`config.mk`:
```
export PLATFORM = sky130hd
export DESIGN_NAME = mmu_ptw
export DESIGN_NICKNAME = d
export VERILOG_FILES = /design/src/rtl/mmu_pkg.sv /design/src/rtl/ptw_pte_decode.sv /design/src/rtl/mmu_ptw.sv
export SDC_FILE = /design/constraint.sdc
export NUM_CORES = 1
export LEC_CHECK = 0
export BUFFER_PORTS_ARGS = -buffer_cell sky130_fd_sc_hd__buf_2
export CORE_AREA = 2 2 144 146
export CTS_BUF_LIST = sky130_fd_sc_hd__clkbuf_4 sky130_fd_sc_hd__clkbuf_8
export DETAILED_ROUTE_END_ITERATION = 6
export DIE_AREA = 0 0 146 148
export GPL_TIMING_DRIVEN = 0
export PLACE_DENSITY = 0.71
export SLEW_MARGIN = 20
export SYNTH_ARGS = -nofsm -noshare
export SYNTH_HDL_FRONTEND = slang
export SYNTH_SLANG_ARGS = --single-unit
```
`constraint.sdc`:
```
create_clock -name clk -period 5.45 [get_ports clk]
set_input_delay 1.09 -clock clk [delete_from_list [all_inputs] [get_ports clk]]
set_output_delay 1.09 -clock clk [all_outputs]
set_load 0.01 [all_outputs]
```
`src/rtl/mmu_pkg.sv`:
```
// Shared definitions for the page-table walker.
// Contents: satp mode encodings, PTE bit positions, walker FSM state type,
// and helpers that map a walk level to its superpage mask and to the PPN
// bits that must be zero for a leaf found at that level.
package mmu_pkg;

  localparam logic [3:0] SATP_MODE_SV32 = 4'd1;
  localparam logic [3:0] SATP_MODE_SV39 = 4'd8;

  localparam int PTE_BIT_V = 0;
  localparam int PTE_BIT_R = 1;
  localparam int PTE_BIT_W = 2;
  localparam int PTE_BIT_X = 3;
  localparam int PTE_BIT_A = 6;

  typedef enum logic [1:0] {
    PTW_IDLE = 2'd0,
    PTW_REQ  = 2'd1,
    PTW_WAIT = 2'd2,
    PTW_DONE = 2'd3
  } ptw_state_e;

  // Superpage mask reported to the TLB for a leaf found at this level.
  function automatic logic [2:0] lvl_to_spage(input logic [1:0] lvl);
    logic [2:0] s;
    case (lvl)
      2'd1:    s = 3'b001;
      2'd2:    s = 3'b011;
      default: s = 3'b000;
    endcase
    return s;
  endfunction

  // PPN bits that must be zero for a leaf at this level (superpage alignment).
  function automatic logic [43:0] superpage_mask(input logic [1:0] lvl, input logic sv32);
    logic [43:0] m;
    m = '0;
    if (sv32) begin
      if (lvl == 2'd1) m[9:0] = '1;
    end else begin
      case (lvl)
        2'd1:    m[8:0]  = '1;
        2'd2:    m[17:0] = '1;
        default: m       = '0;
      endcase
    end
    return m;
  endfunction

endpackage

```
`src/rtl/ptw_pte_decode.sv`:
```
// Combinational PTE classifier for the page-table walker.
// Ports:
//   pte_raw   in  64  PTE as read from memory (Sv32 PTE in [31:0])
//   lvl       in  2   level the PTE was fetched at
//   sv32      in  1   1 = Sv32 walk, 0 = Sv39 walk
//   rerr      in  1   bus error returned with this read
//   leaf      out 1   valid, well-formed, accessed and aligned leaf
//   descend   out 1   valid pointer with a lower level still available
//   pf / af   out 1   page fault / access fault (af wins, never both)
//   next_ppn  out 44  PPN field of the PTE (next table or leaf frame)
//   spage     out 3   superpage mask for a leaf at lvl
//   pte_eff   out 64  PTE with Sv32 upper half forced to zero
module ptw_pte_decode
  import mmu_pkg::*;
(
  input  logic [63:0] pte_raw,
  input  logic [1:0]  lvl,
  input  logic        sv32,
  input  logic        rerr,
  output logic        leaf,
  output logic        descend,
  output logic        pf,
  output logic        af,
  output logic [43:0] next_ppn,
  output logic [2:0]  spage,
  output logic [63:0] pte_eff
);

  logic v, r, w, x, a;
  logic is_leaf, bad_fmt, misalign, leaf_bad, ptr_bottom;

  assign pte_eff  = sv32 ? {32'b0, pte_raw[31:0]} : pte_raw;
  assign next_ppn = sv32 ? {22'b0, pte_eff[31:10]} : pte_eff[53:10];

  assign v = pte_eff[PTE_BIT_V];
  assign r = pte_eff[PTE_BIT_R];
  assign w = pte_eff[PTE_BIT_W];
  assign x = pte_eff[PTE_BIT_X];
  assign a = pte_eff[PTE_BIT_A];

  assign is_leaf = r | x;
  // Reserved upper bits only exist in the Sv39 format.
  assign bad_fmt = ~v | (w & ~r) | (~sv32 & (|pte_eff[63:54]));
  assign misalign = |(next_ppn & superpage_mask(lvl, sv32));
  assign leaf_bad = is_leaf & (~a | misalign);
  // A pointer at level 0 has nowhere left to go.
  assign ptr_bottom = ~is_leaf & (lvl == 2'd0);

  assign af      = rerr;
  assign pf      = ~rerr & (bad_fmt | leaf_bad | ptr_bottom);
  assign leaf    = ~rerr & ~bad_fmt & is_leaf & ~leaf_bad;
  assign descend = ~rerr & ~bad_fmt & ~is_leaf & (lvl != 2'd0);
  assign spage   = lvl_to_spage(lvl);

endmodule

```
`src/rtl/mmu_ptw.sv`:
```
// Sv32/Sv39 hardware page-table walker.
// Accepts a TLB-miss request, walks the page table one PTE read at a time
// over a single-outstanding memory port, fills the TLB on a good leaf and
// returns the result (or a page/access fault) to the MMU.
// Ports:
//   clk, rst                    clock, asynchronous active-high reset
//   req_valid/req_ready         walk request handshake (ready only in IDLE
//                               and only for a supported satp mode)
//   req_vpn/satp_mode/satp_ppn  request payload
//   mem_req/mem_ready/mem_addr  PTE read request, held until accepted
//   mem_rvalid/rdata/rerr       PTE read return
//   tlb_flush_req               flush in progress: suppresses this walk's fill
//   tlb_we/vpn/spage/pte        TLB fill (one cycle)
//   rsp_valid/pf/af/pte/spage   walk result (one cycle)
// mem_addr is the 56-bit computed address truncated to PADDR_W (PADDR_W <= 56).
module mmu_ptw
  import mmu_pkg::*;
#(
  parameter int PADDR_W = 56,
  parameter int PTE_W   = 64
) (
  input  logic               clk,
  input  logic               rst,
  input  logic               req_valid,
  output logic               req_ready,
  input  logic [26:0]        req_vpn,
  input  logic [3:0]         req_satp_mode,
  input  logic [43:0]        req_satp_ppn,
  output logic               mem_req,
  input  logic               mem_ready,
  output logic [PADDR_W-1:0] mem_addr,
  input  logic               mem_rvalid,
  input  logic [63:0]        mem_rdata,
  input  logic               mem_rerr,
  input  logic               tlb_flush_req,
  output logic               tlb_we,
  output logic [26:0]        tlb_vpn,
  output logic [2:0]         tlb_spage,
  output logic [PTE_W-1:0]   tlb_pte,
  output logic               rsp_valid,
  output logic               rsp_pf,
  output logic               rsp_af,
  output logic [PTE_W-1:0]   rsp_pte,
  output logic [2:0]         rsp_spage
);

  ptw_state_e state_q, state_d;

  logic [26:0] vpn_q;
  logic        sv32_q;
  logic [43:0] ppn_q;
  logic [1:0]  lvl_q;
  logic        kill_q;
  logic        pf_q, af_q;
  logic [63:0] pte_q;
  logic [2:0]  spage_q;

  logic        mode_ok, accept, in_done;
  logic [11:0] idx_off;
  logic [55:0] addr_full;

  logic        dec_leaf, dec_descend, dec_pf, dec_af;
  logic [43:0] dec_next_ppn;
  logic [2:0]  dec_spage;
  logic [63:0] dec_pte;

  assign mode_ok   = (req_satp_mode == SATP_MODE_SV32) | (req_satp_mode == SATP_MODE_SV39);
  assign req_ready = (state_q == PTW_IDLE) & mode_ok;
  assign accept    = req_valid & req_ready;

  ptw_pte_decode u_decode (
    .pte_raw  (mem_rdata),
    .lvl      (lvl_q),
    .sv32     (sv32_q),
    .rerr     (mem_rerr),
    .leaf     (dec_leaf),
    .descend  (dec_descend),
    .pf       (dec_pf),
    .af       (dec_af),
    .next_ppn (dec_next_ppn),
    .spage    (dec_spage),
    .pte_eff  (dec_pte)
  );

  // PTE byte offset inside the current table: index * PTE size.
  always_comb begin
    idx_off = '0;
    if (sv32_q) begin
      if (lvl_q == 2'd1) idx_off = {vpn_q[19:10], 2'b00};
      else               idx_off = {vpn_q[9:0], 2'b00};
    end else begin
      case (lvl_q)
        2'd2:    idx_off = {vpn_q[26:18], 3'b000};
        2'd1:    idx_off = {vpn_q[17:9], 3'b000};
        default: idx_off = {vpn_q[8:0], 3'b000};
      endcase
    end
  end

  assign addr_full = {ppn_q, 12'b0} + {44'b0, idx_off};

  always_comb begin
    state_d = state_q;
    case (state_q)
      PTW_IDLE: if (accept)     state_d = PTW_REQ;
      PTW_REQ:  if (mem_ready)  state_d = PTW_WAIT;
      PTW_WAIT: if (mem_rvalid) state_d = dec_descend ? PTW_REQ : PTW_DONE;
      PTW_DONE:                 state_d = PTW_IDLE;
      default:                  state_d = PTW_IDLE;
    endcase
  end

  always_ff @(posedge clk or posedge rst) begin
    if (rst) begin
      state_q <= PTW_IDLE;
      vpn_q   <= '0;
      sv32_q  <= 1'b0;
      ppn_q   <= '0;
      lvl_q   <= '0;
      kill_q  <= 1'b0;
      pf_q    <= 1'b0;
      af_q    <= 1'b0;
      pte_q   <= '0;
      spage_q <= '0;
    end else begin
      state_q <= state_d;
      case (state_q)
        PTW_IDLE: begin
          if (accept) begin
            vpn_q  <= req_vpn;
            sv32_q <= (req_satp_mode == SATP_MODE_SV32);
            ppn_q  <= req_satp_ppn;
            lvl_q  <= (req_satp_mode == SATP_MODE_SV32) ? 2'd1 : 2'd2;
            kill_q <= tlb_flush_req;
          end
        end
        PTW_REQ: begin
          if (tlb_flush_req) kill_q <= 1'b1;
        end
        PTW_WAIT: begin
          if (tlb_flush_req) kill_q <= 1'b1;
          if (mem_rvalid) begin
            if (dec_descend) begin
              lvl_q <= lvl_q - 2'd1;
              ppn_q <= dec_next_ppn;
            end else begin
              pf_q    <= dec_pf;
              af_q    <= dec_af;
              pte_q   <= dec_leaf ? dec_pte : '0;
              spage_q <= dec_leaf ? dec_spage : '0;
            end
          end
        end
        PTW_DONE: begin
          kill_q <= 1'b0;
        end
        default: kill_q <= 1'b0;
      endcase
    end
  end

  // Outputs are gated to zero outside the states that own them.
  assign in_done  = (state_q == PTW_DONE);
  assign mem_req  = (state_q == PTW_REQ);
  assign mem_addr = mem_req ? addr_full[PADDR_W-1:0] : '0;

  assign rsp_valid = in_done;
  assign rsp_pf    = in_done & pf_q;
  assign rsp_af    = in_done & af_q;
  assign rsp_pte   = in_done ? pte_q[PTE_W-1:0] : '0;
  assign rsp_spage = in_done ? spage_q : '0;

  // A flush arriving in the DONE cycle itself still blocks the fill.
  assign tlb_we    = in_done & ~pf_q & ~af_q & ~kill_q & ~tlb_flush_req;
  assign tlb_vpn   = tlb_we ? vpn_q : '0;
  assign tlb_spage = tlb_we ? spage_q : '0;
  assign tlb_pte   = tlb_we ? pte_q[PTE_W-1:0] : '0;

endmodule

```
# ---- Word level (Yosys, flattened, before mapping)
# Index checks and enable logic that the tools add are counted.
dict set report totals {
  out_inout_bits 223
  inputBits 146
  register_bits 146
}
dict set report op_classes {
  n_bitwise 39
  mux 36
  n_reduce_logical 13
  add_sub_neg 2
  eq_ne 12
}
# operator count
set ops {}
lappend ops {{$mux 64} 4}
lappend ops {{$mux 44} 4}
lappend ops {{$pmux 44 s2} 1}
lappend ops {{$add 56x12->56} 1}
lappend ops {{$mux 56} 1}
lappend ops {{$and 44x18->44} 1}
lappend ops {{$reduce_or 44->1} 1}
lappend ops {{$mux 27} 1}
lappend ops {{$mux 12} 2}
lappend ops {{$pmux 12 s2} 1}
lappend ops {{$mux 10} 2}
lappend ops {{$and 1x1->1} 18}
lappend ops {{$mux 9} 2}
lappend ops {{$mux 2} 8}
lappend ops {{$not 1->1} 13}
lappend ops {{$reduce_or 10->1} 1}
lappend ops {{$mux 3} 3}
lappend ops {{$mux 8} 1}
lappend ops {{$pmux 2 s2} 2}
lappend ops {{$pmux 2 s4} 1}
lappend ops {{$or 1x1->1} 7}
lappend ops {{$eq 2x2->1 const B} 3}
lappend ops {{$ne 2x2->1 const B} 3}
lappend ops {{$reduce_and 3->1} 2}
lappend ops {{other kinds (12)} 19}

# ---- Longest topological paths before layout
dict set report logic_depth {
  depth_word 12
  depth_mapped 9
  depth_no_buf 7
}

# ---- Modules after synthesis
# A second synthesis with hierarchy kept.
dict set report hier_totals {
  hier_cells 986
  hier_area_um2 9441.6
}
# module n_inst cells_each area_each_um2 seq_area_each_um2
set by_module_without_submodules {}
lappend by_module_without_submodules {mmu_ptw 1 840 8408.1 3653.5}
lappend by_module_without_submodules {ptw_pte_decode 1 146 1033.5 0.0}

# ---- Least setup slack after synthesis
# Ideal clock, no wire load.
dict set report synth_timing {
  path_kind {in2out}
  startpoint {input port tlb_flush_req}
  endpoint {output port tlb_pte[10]}
  required_time_ns 4.360
  slack_ns 2.224
  cell_stages 4
  t_arrival_ns 2.136
  cell_sequence {nor4_1 > clkbuf_1 > clkbuf_1 > and3_1}
}
dict set report synth_via {
  elab_chain_len 3
}
# element line
set synth_rtl {}
lappend synth_rtl {{from (decl)} mmu_ptw.sv:35} ;# input logic tlb_flush_req,
lappend synth_rtl {{$not 1->1} mmu_ptw.sv:174} ;# assign tlb_we = in_done & ~pf_q & ~af_q & ~kill_q & ~tlb_flush_req;
lappend synth_rtl {{$and 1x1->1} mmu_ptw.sv:174}
lappend synth_rtl {{$mux 64} mmu_ptw.sv:177} ;# assign tlb_pte = tlb_we ? pte_q[PTE_W-1:0] : '0;
lappend synth_rtl {{to (decl)} mmu_ptw.sv:39} ;# output logic [PTE_W-1:0] tlb_pte,
# Every way passes these cells.

# ---- Worst setup path after layout
dict set report layout_timing {
  startpoint {input port tlb_flush_req}
  endpoint {output port tlb_pte[33]}
}
# The elaborated chain is that of the path after synthesis.

==> summary.txt <==
Outcome
  – Status: finished, final reports clean

Timing
  – Worst Clk Skew: 19.5 ps
  – TNS Setup: 0 ps
  – Slew HR: between 30% and 40%
  – Part of the cycle the worst path needs: 81.6%
  – Final Hold Viols: 0
  – Final setup violation count: 0
  – Hold_ws: a little over 500 ps
  – Tmin final: between 4000 and 5000 ps
  – Slew Limit Fails: 0
  – Worst-margin pin slew: approximately 900 ps
  – Fmax: 0.225 GHz
  – RSZ-0062 raised after global routing: no

Worst setup path
  – RR Endpoint: ppn_q[43]
  – CP Class: in2out
  – WP data required: 4360 ps
  – R2R depth: 7
  – CP arrival: approximately 3400 ps
  – Worst reg2reg path startpoint: state_q[0]
  – Critical Path End Type: output pin
  – Worst R2R Setup Slack: 2870 ps
  – Critical path launch point type: input pin
  – Worst Setup SP: tlb_flush_req
  – Crit path max fanout: 10

Drt
  – WL final: around 29000 um
  – Routed length per instance: 19.7 um
  – DRC: 0
  – Antenna violation net count after detailed routing: 0
  – First-pass iteration count of the detailed router: 5
  – Initial DRC Count: around 300
  – Vias per cell: approximately 5.2
  – DR vias: 7520

Logic synthesis
  – Async SR Flop Fraction: 100%
  – Syn Inst Count: 785
  – Post-Syn Area per Cell: 10.5 sq um
  – Seq/Total Area, Yosys: around 44%
  – Number of synthesized flops with an enable pin: 0
  – Yosys cell types: 42
  – Main synth FF type: dfrtp_1
  – Synth Cell Area: 8270 sq um
  – Yosys reg bits: between 100 and 150
  – Synth warnings: 0

Global route
  – Total Routing Usage GR: a little over a quarter
  – Initial antenna violation count: 2
  – Vias in the first global route: roughly 7400
  – First-pass GRT wire length: around 43000 um
  – GRT overflow: 0
  – Largest net degree at the start of global routing: about 100

Pwr
  – Clock Power Share: between 20% and 30%
  – Pint: 2.63 mW
  – Seq pwr share: about a third
  – P_sw: approximately 1.8 mW
  – Logic pwr share: 44.1%
  – Pwr Density: approximately 410 nW/um^2
  – Final Power: ~4.4 mW
  – Sw frac: 40.5%
  – Max IR drop VDD: between 0.2 and 0.25 mV
  – Leakage power: 6.50 nW

Worst hold path
  – Hold Path Sink: pte_q[60]
  – Hold Path Class: reg2reg
  – Min-delay src: pte_q[60]
  – WHS Path Cells: 1

Clock network
  – Number of post-CTS setup repair buffers: 0
  – TritonCTS buffer count: 17
  – H-Tree Depth: 4
  – Clk slew on worst S/H paths: approximately 80 ps
  – Root Buffer: clkbuf_8
  – Clock Latency Late Sink: about 460 ps
  – CTS resizes: 0
  – Sink Count: 145
  – Clk buf depth: 2
  – Hold-fix buffers, CTS: 0
  – TritonCTS clock tree: yes

Floorplanning
  – Starting density of the core: about two fifths
  – Die Y: around 150 um
  – Core footprint: 20000 sq um
  – Rows: 52
  – Die X-Extent: roughly 150 um
  – Ports: around 370
  – Full die area: about 22000 sq um

Place
  – Post-DP HPWL: 22100 um
  – Routability cong.: roughly 0.9
  – Port bufs: roughly 360

Layout
  – Layout cells sized above 1: between 40% and 50%
  – Final Util: 54.4%
  – Final nets: approximately 1300
  – Area growth syn-to-layout: 31.8%

Run
  – Total of max-cap violations: 0
flip-flops by register name, indices dropped and copies added, names as in the netlist:
signal   flops
pte_q       64
ppn_q       44
vpn_q       27
lvl_q        2
spage_q      2
state_q      2
af_q         1
kill_q       1
pf_q         1
sv32_q       1
cell type report:
type / count / area [sq um]
fillers: 1893 / 9130
multi-input cells: 538 / 4150
flip-flops and latches: 145 / 3630
repair buffers: 365 / 1850
plain buffers: 74 / 388
well taps: 270 / 338
clock buffers: 17 / 234
clock inverters: 13 / 189
inverters: 31 / 124
diodes: 1 / 2.50
routing by layer:
metal  track usage [%]  share of wire (%)  up-vias
met2              44.2                 50      276
met4              7.67                1.6        2
met1              33.6                 43     3692
met5                 0              0.045        -
met3              5.99                5.7       36
li1                  -                  -     3514
worst max path at each step:
stage / end / slack [ps] / cells after the start
after floorplan: af_q / 470 / 1
after CTS: tlb_pte[33] / 880 / 6
final: tlb_pte[33] / 1000 / 6
after global routing: tlb_pte[33] / 790 / 6
after detailed placement: tlb_pte[33] / 890 / 6
after global placement: ppn_q[28] / -1290 / 2
synth_stat cells, drive strengths merged (4+ instances only):
cell type,instances,area (sq um)
o21ai,20,100
nor4,7,56.3
clkbuf,48,180
a22oi,9,67.6
a22o,54,473
dfrtp,145,3630
a31oi,4,31.3
a21oi,17,85.1
inv,31,116
ha,8,100
and3,94,588
mux2,79,953
nand2,18,67.6
nor2b,22,138
and2,123,769
nor2,9,36.3
buf,26,208
mux2i,48,480
stage by stage:
| stage | setup WS [ps] | instance area (sq um) | cells |
|---|---|---|---|
| after floorplan | 465 | 8290 | 788 |
| after global placement | -1290 | 10400 | 1422 |
| after detailed placement | 892 | 10500 | 1423 |
| after CTS | 884 | 10900 | 1453 |
| after global routing | 792 | 10900 | 1454 |
| final | 1000 | 10900 | 1454 |
power groups by stage:
stage | Clock [mW] | Sequential [mW] | Combinational, mW
4_1_cts | 0.948 | 1.54 | 1.96
5_1_grt | 1.01 | 1.58 | 2.15
2_1_floorplan | 0 | 1.47 | 1.30
3_5_place_dp | 0 | 1.56 | 1.95
6_report | 0.926 | 1.54 | 1.95
3_3_place_gp | 0 | 1.55 | 1.91
layout by cell type, fill, tap and decap left out, types with 17 or more instances in the layout:
cell type	count
a21oi_1	17
a22o_1	54
and2_1	123
and3_1	94
buf_2	371
clkbuf_1	48
clkbuf_8	17
dfrtp_1	145
inv_1	30
mux2_2	62
mux2_4	17
mux2i_1	48
nand2_1	18
nor2b_1	22
o21ai_0	19
worst max-delay path, stage by stage:
cell      delay, ps
buf_2           120
nor4_1          680
clkbuf_1        610
clkbuf_1        450
and3_1          250
buf_2           160
kinds of logic after synthesis:
logic type / Yosys count / synth area share (%)
simple gates: 285 / 21.0
flops: 145 / 43.9
mux: 127 / 17.3
compound gates: 113 / 10.3
buf+inv: 105 / 6.09
fa+ha+maj: 8 / 1.21
other cells: 1 / 0.0453
xor+xnor: 1 / 0.106
(Power assumes the default switching activity.)
